**src/rtl/subservient_sram_arb.sv**
```systemverilog
// ============================================================================
// Module   : subservient_sram_arb
// Purpose  : Two-port round-robin arbiter in front of a single-port byte SRAM.
//            Optional conflict counter enabled by SUBSERVIENT_SRAM_ARB_STATS_EN.
// Revision : 1.0 - initial release
// ============================================================================
`default_nettype none

module subservient_sram_arb #(
  parameter int memsize = 512,
  parameter int aw      = $clog2(memsize)
) (
  input  logic          i_clk,
  input  logic          i_rst_n,
  input  logic          i_p0_req,
  input  logic          i_p0_we,
  input  logic [aw-1:0] i_p0_addr,
  input  logic [7:0]    i_p0_wdata,
  output logic          o_p0_gnt,
  output logic          o_p0_rvalid,
  output logic [7:0]    o_p0_rdata,
  input  logic          i_p1_req,
  input  logic          i_p1_we,
  input  logic [aw-1:0] i_p1_addr,
  input  logic [7:0]    i_p1_wdata,
  output logic          o_p1_gnt,
  output logic          o_p1_rvalid,
  output logic [7:0]    o_p1_rdata,
`ifdef SUBSERVIENT_SRAM_ARB_STATS_EN
  output logic [15:0]   o_conflicts,
`endif
  output logic [aw-1:0] o_sram_waddr,
  output logic [7:0]    o_sram_wdata,
  output logic          o_sram_wen,
  output logic [aw-1:0] o_sram_raddr,
  input  logic [7:0]    i_sram_rdata
);

  // r_last_gnt = 1 means port 1 was granted most recently, so port 0 wins a tie
  logic    r_last_gnt;
  logic    r_p0_rvalid;
  logic    r_p1_rvalid;
  logic    w_gnt0;
  logic    w_gnt1;
  logic    w_both;
  logic [aw-1:0] w_addr;

  assign w_both = i_p0_req & i_p1_req;
  assign w_gnt0 = i_rst_n & i_p0_req & (~i_p1_req | r_last_gnt);
  assign w_gnt1 = i_rst_n & i_p1_req & (~i_p0_req | ~r_last_gnt);

  always_ff @(posedge i_clk or negedge i_rst_n) begin
    if (!i_rst_n) begin
      r_last_gnt  <= 1'b1;
      r_p0_rvalid <= 1'b0;
      r_p1_rvalid <= 1'b0;
    end else begin
      if (w_gnt0)
        r_last_gnt <= 1'b0;
      else if (w_gnt1)
        r_last_gnt <= 1'b1;
      r_p0_rvalid <= w_gnt0 & ~i_p0_we;
      r_p1_rvalid <= w_gnt1 & ~i_p1_we;
    end
  end

  // Port 1 owns the SRAM bus whenever port 0 is not granted
  assign w_addr       = w_gnt0 ? i_p0_addr : i_p1_addr;
  assign o_sram_waddr = w_addr;
  assign o_sram_raddr = w_addr;
  assign o_sram_wdata = w_gnt0 ? i_p0_wdata : i_p1_wdata;
  assign o_sram_wen   = (w_gnt0 & i_p0_we) | (w_gnt1 & i_p1_we);

  assign o_p0_gnt    = w_gnt0;
  assign o_p1_gnt    = w_gnt1;
  assign o_p0_rvalid = r_p0_rvalid;
  assign o_p1_rvalid = r_p1_rvalid;
  assign o_p0_rdata  = i_sram_rdata;
  assign o_p1_rdata  = i_sram_rdata;

`ifdef SUBSERVIENT_SRAM_ARB_STATS_EN
  logic [15:0] r_conflicts;

  always_ff @(posedge i_clk or negedge i_rst_n) begin
    if (!i_rst_n)
      r_conflicts <= 16'd0;
    else if (w_both && (r_conflicts != 16'hFFFF))
      r_conflicts <= r_conflicts + 16'd1;
  end

  assign o_conflicts = r_conflicts;
`else
  logic w_unused;
  assign w_unused = w_both;
`endif

endmodule

`default_nettype wire

```
**config.mk**
```make
export PLATFORM = sky130hd
export DESIGN_NAME = subservient_sram_arb
export DESIGN_NICKNAME = d
export VERILOG_FILES = /design/src/rtl/subservient_sram_arb.sv
export SDC_FILE = /design/constraint.sdc
export NUM_CORES = 1
export LEC_CHECK = 0
export CORE_MARGIN = 5
export CORE_UTILIZATION = 20
export CTS_CLUSTER_SIZE = 14
export DETAILED_ROUTE_END_ITERATION = 10
export PLACE_DENSITY = 0.78
export SLEW_MARGIN = 10
export SYNTH_ARGS = -nofsm -noshare
export SYNTH_HDL_FRONTEND = slang
export SYNTH_SLANG_ARGS = --single-unit
```
**constraint.sdc**
```tcl
create_clock -name i_clk -period 2 [get_ports i_clk]
set_input_delay 0.4 -clock i_clk [delete_from_list [all_inputs] [get_ports i_clk]]
set_output_delay 0.4 -clock i_clk [all_outputs]
set_load 0.02 [all_outputs]
```
* After elaboration in Yosys (flattened, before gate mapping)
Cells that the tools add are included.
Widths: inputs -> output; s select.
** Word-level totals
- Word-level logic and storage cells :: 24
- Register bits :: 3
- Output and inout bits :: 47
** Cells by class
- Muxes and demuxes :: 4
- Reductions and logical operators :: 1
- Bitwise logic cells :: 16
** Operator list (count)
- $mux 9 :: 1
- $and 1x1->1 :: 8
- $mux 8 :: 1
- $not 1->1 :: 5
- $or 1x1->1 :: 3
- $mux 1 :: 2
- $reduce_bool 2->1 :: 1

* Logic depth before layout (Yosys ltp)
- Depth in word-level cells :: 5
- Gate-level depth with buffers :: 6

* Worst setup path before layout
Ideal clock, no wire load.
- Path type :: reg-to-output
- Start :: register r_last_gnt
- End :: output o_sram_waddr[7]
- Path buffers :: 3
- Required time :: 1.600 ns
- Stages on the path, launching flop included :: 7
- Arrival time :: 1.589 ns
- Path slack :: 0.011 ns
- Cell sequence :: dfstp_2 -> nand2b_1 -> and3_1 -> buf_6 -> buf_12 -> mux2_4 -> buf_4
** On the way
- Word-level cells in the longest chain between the ends :: 3
** RTL lines
- from (decl) :: RTL line 40 : logic r_last_gnt;
- from (signal assigned) :: RTL line 54 : r_last_gnt <= 1'b1;
- from (signal assigned) :: RTL line 59 : r_last_gnt <= 1'b0;
- from (signal assigned) :: RTL line 61 : r_last_gnt <= 1'b1;
- $or 1x1->1 :: RTL line 49 : assign w_gnt0 = i_rst_n & i_p0_req & (~i_p1_req | r_last_gnt);
- $and 1x1->1 :: RTL line 49
- named net o_p0_gnt :: RTL line 19 : output logic o_p0_gnt,
- $mux 9 :: RTL line 68 : assign w_addr = w_gnt0 ? i_p0_addr : i_p1_addr;
- to (decl) :: RTL line 32 : output logic [aw-1:0] o_sram_waddr,
The timed path passes the listed nets, and every way through them passes these cells.

* Final worst setup path
- Start :: register r_last_gnt
- End :: output o_sram_wdata[3]
** On the way
- Word-level cells in the longest chain between the ends :: 3
** RTL lines
- $or 1x1->1 :: RTL line 49
- $and 1x1->1 :: RTL line 49
- $mux 8 :: RTL line 71 : assign o_sram_wdata = w_gnt0 ? i_p0_wdata : i_p1_wdata;
- to (decl) :: RTL line 33 : output logic [7:0] o_sram_wdata,
Every way passes these cells.

==> flow_summary.yaml <==
cells_and_area:
  nFillCells: 248
  areaGrowthSynthToFinish_pct: 133
  finish.utilization_pct: 49.0
  final_nets: 164
  final_cell_mix: "38 x clkdlybuf4s50_1, 27 x buf_6, 17 x mux2_4, 5 x dlygate4sd2_1, 4 x buf_4"
  n_antenna_cell: 0
  register_area_um2: 76.3
  final_common_cell: "clkdlybuf4s50_1"
  multiInputGateArea_um2: 330
  drive_gt1_share_pct: 52.2
worst_setup_path:
  critPathKind: "reg -> out"
  cp_top_family: "flip-flops"
  crit_start: "r_last_gnt"
  r2r-start: "r_last_gnt"
  crit_fanout: 5
  worstSetupEndpointType: "output pin"
  crit_path_start_kind: "register"
  critPathArrivalTime_ps: 1790
  required_ps: 1600
  ff2ff_setup_slack_ps: 670
  slowest_stage: "dfstp_2"
  path_buf_inv: 3
  cp_slowest_stage_delay_ps: 520
  crit_chain: "nand2b_4 -> and3_4 -> buf_12 -> buf_16 -> mux2_4 -> buf_6"
synthesis:
  yosysWarnings: 0
  synth_xor_area_share_pct: 0
  netlist_area_um2: 579
  synthSimpleGateAreaFrac_pct: 8.86
  synthCells: 58
  synth-seq-cells: 3
  synth.net_count: 106
  synth_top_family_by_area: "multiplexers"
  synth_cell_types: 14
  syn_avg_cell_area_um2: 9.99
  yosysSeqAreaShare_pct: 13.2
  synthAdderAreaFrac_pct: 0
  synth.area.mux_share_pct: 38.2
  synth_compound_area_share_pct: 1.94
grt:
  grt_pass1_wl_mm: 3.57
  grt_remaining_overflow: 0
  antenna_found_initial: 0
  track_usage_pct: 11.3
  grt_max_degree: 9
  grt_pass1_vias: 757
route:
  avgViaCountPerCell: 4.32
  wl_mm: 2.31
  drc: 0
  num_vias: 631
  drtIter0Drc: 14
  wl_per_cell_um: 15.8
  firstDrtPassIters: 2
  drtAntennaViolNets: 0
placement:
  gp_congestion: 0.714
  port_buffers: 70
clock_tree:
  cts_buffers: 3
  clkSlewWorstSetupHoldPaths_ps: 40
  htree_levels: 1
  cts_buffer_depth: 2
  cts_tree: "yes"
  clock_sinks: 3
  root_buffer: "clkbuf_4"
  clkLatencyLatePin_ps: 240
floorplanning:
  io_pins: 95
  dieHeight_um: 63.8
  die_width_um: 63.8
  dieArea_um2: 4070
  start_util_pct: 21.0
  core_um2: 2760
  fp-row-count: 19
timing:
  maxSlewViolCount: 0
  worst_pin_slew_ps: 217
  grt_setup_unrepaired: "true"
  fin_skew_ps: 2.87
  period_share_pct: 110
  fmax_mhz: 456
  worst_hold_slack_ps: 232
  hold_violations: 0
  slew_headroom_pct: 85.5
  setup_slack_ps: -191
  setup_viol_count_final: 26
  finalCriticalPeriod_ps: 2190
pwr:
  cellLeakagePower_uw: 0.000629
  power_density_nw_per_um2: 436
  vdd_drop_max_mv: 0.313
flow_run:
  maxCapViolCount: 0
run_status:
  violations: "setup timing"
  status: "finished with violations"
hold_path:
  hold_path.class: "in -> async"
[power by group]
group	leakage, uW	internal (uW)	switching [uW]
clock	0.0000150	75.0	34.4
combinational	0.000576	252	156
sequential	0.0000377	69.5	2.43
total	0.000629	396	193
[synthesized netlist by cell type]
master	number	area, um2
a21oi_1	1	5.00
nand2b_1	1	6.26
a31oi_1	1	6.26
nor2b_1	2	12.5
buf_12	1	20.0
buf_4	25	188
nand2_1	2	7.51
buf_6	1	11.3
dfstp_2	1	26.3
mux2_2	9	101
dfrtp_1	2	50.1
mux2_4	8	120
nand4_1	2	12.5
and3_1	2	12.5
[state kept, by name, indices dropped and copies added (netlist names)]
| signal | cells |
|---|---|
| o_p0_rvalid | 1 |
| o_p1_rvalid | 1 |
| r_last_gnt | 1 |
[worst reg2reg max path, delay by kind of cell, from the launching register on]
| family | cells | cell delay [ps] |
|---|---|---|
| DFF | 1 | 520 |
| and+or+nand+nor | 3 | 490 |
| buffers and inverters | 2 | 230 |
[area by class of cell]
class,count,area share [%]
Clock buffer,4,1.95
Sequential cell,3,5.65
Tap cell,31,2.87
Timing Repair Buffer,80,65.1
Multi-Input combinational cell,28,24.5
[repair_timing]
action / 4_1_cts / 5_1_grt
hold buffers: 0 / 0
setup endpoints to repair: 29 / 26
buffers inserted: 3 / 0
cloned: 3 / 0
gates resized for setup: 156 / 25
[worst paths after layout]
check	to	cells after the start
max in group asynchronous	r_last_gnt	2
max	o_sram_wdata[3]	6
max reg2reg	o_p0_rvalid	5
min	o_p0_rvalid	2
min reg2reg	r_last_gnt	3
min in group i_clk	r_last_gnt	3
[stage by stage]
stage,setup TNS [ps],setup slack [ps],power (uW),cell area (um2),cells
final,-3300,-191,589,1350,146
after global routing,-4890,-254,632,1350,146
after CTS,-4730,-249,574,1300,147
after detailed placement,-17000,-659,415,1150,137
after floorplan,0,10.9,289,579,58
after global placement,-15630,-605,411,1150,137
[per-layer routing]
metal	part of all wire, %	track usage [%]	up-vias	wire [um]
met4	5.1	9.09	0	119
met3	12	2.80	13	289
met5	0	0	-	0
met2	48	19.5	60	1100
li1	-	-	289	-
met1	35	11.4	269	806
[cell families (layout without fill, tap and decap cells)]
| group | after synthesis | after routing |
|---|---|---|
| flip-flops | 3 | 3 |
| AND/OR/NAND/NOR | 9 | 9 |
| multiplexers | 17 | 17 |
| buffers and inverters | 27 | 84 |
| AO/OA/AOI/OAI | 2 | 2 |
Power figures use the tool's default switching activity.
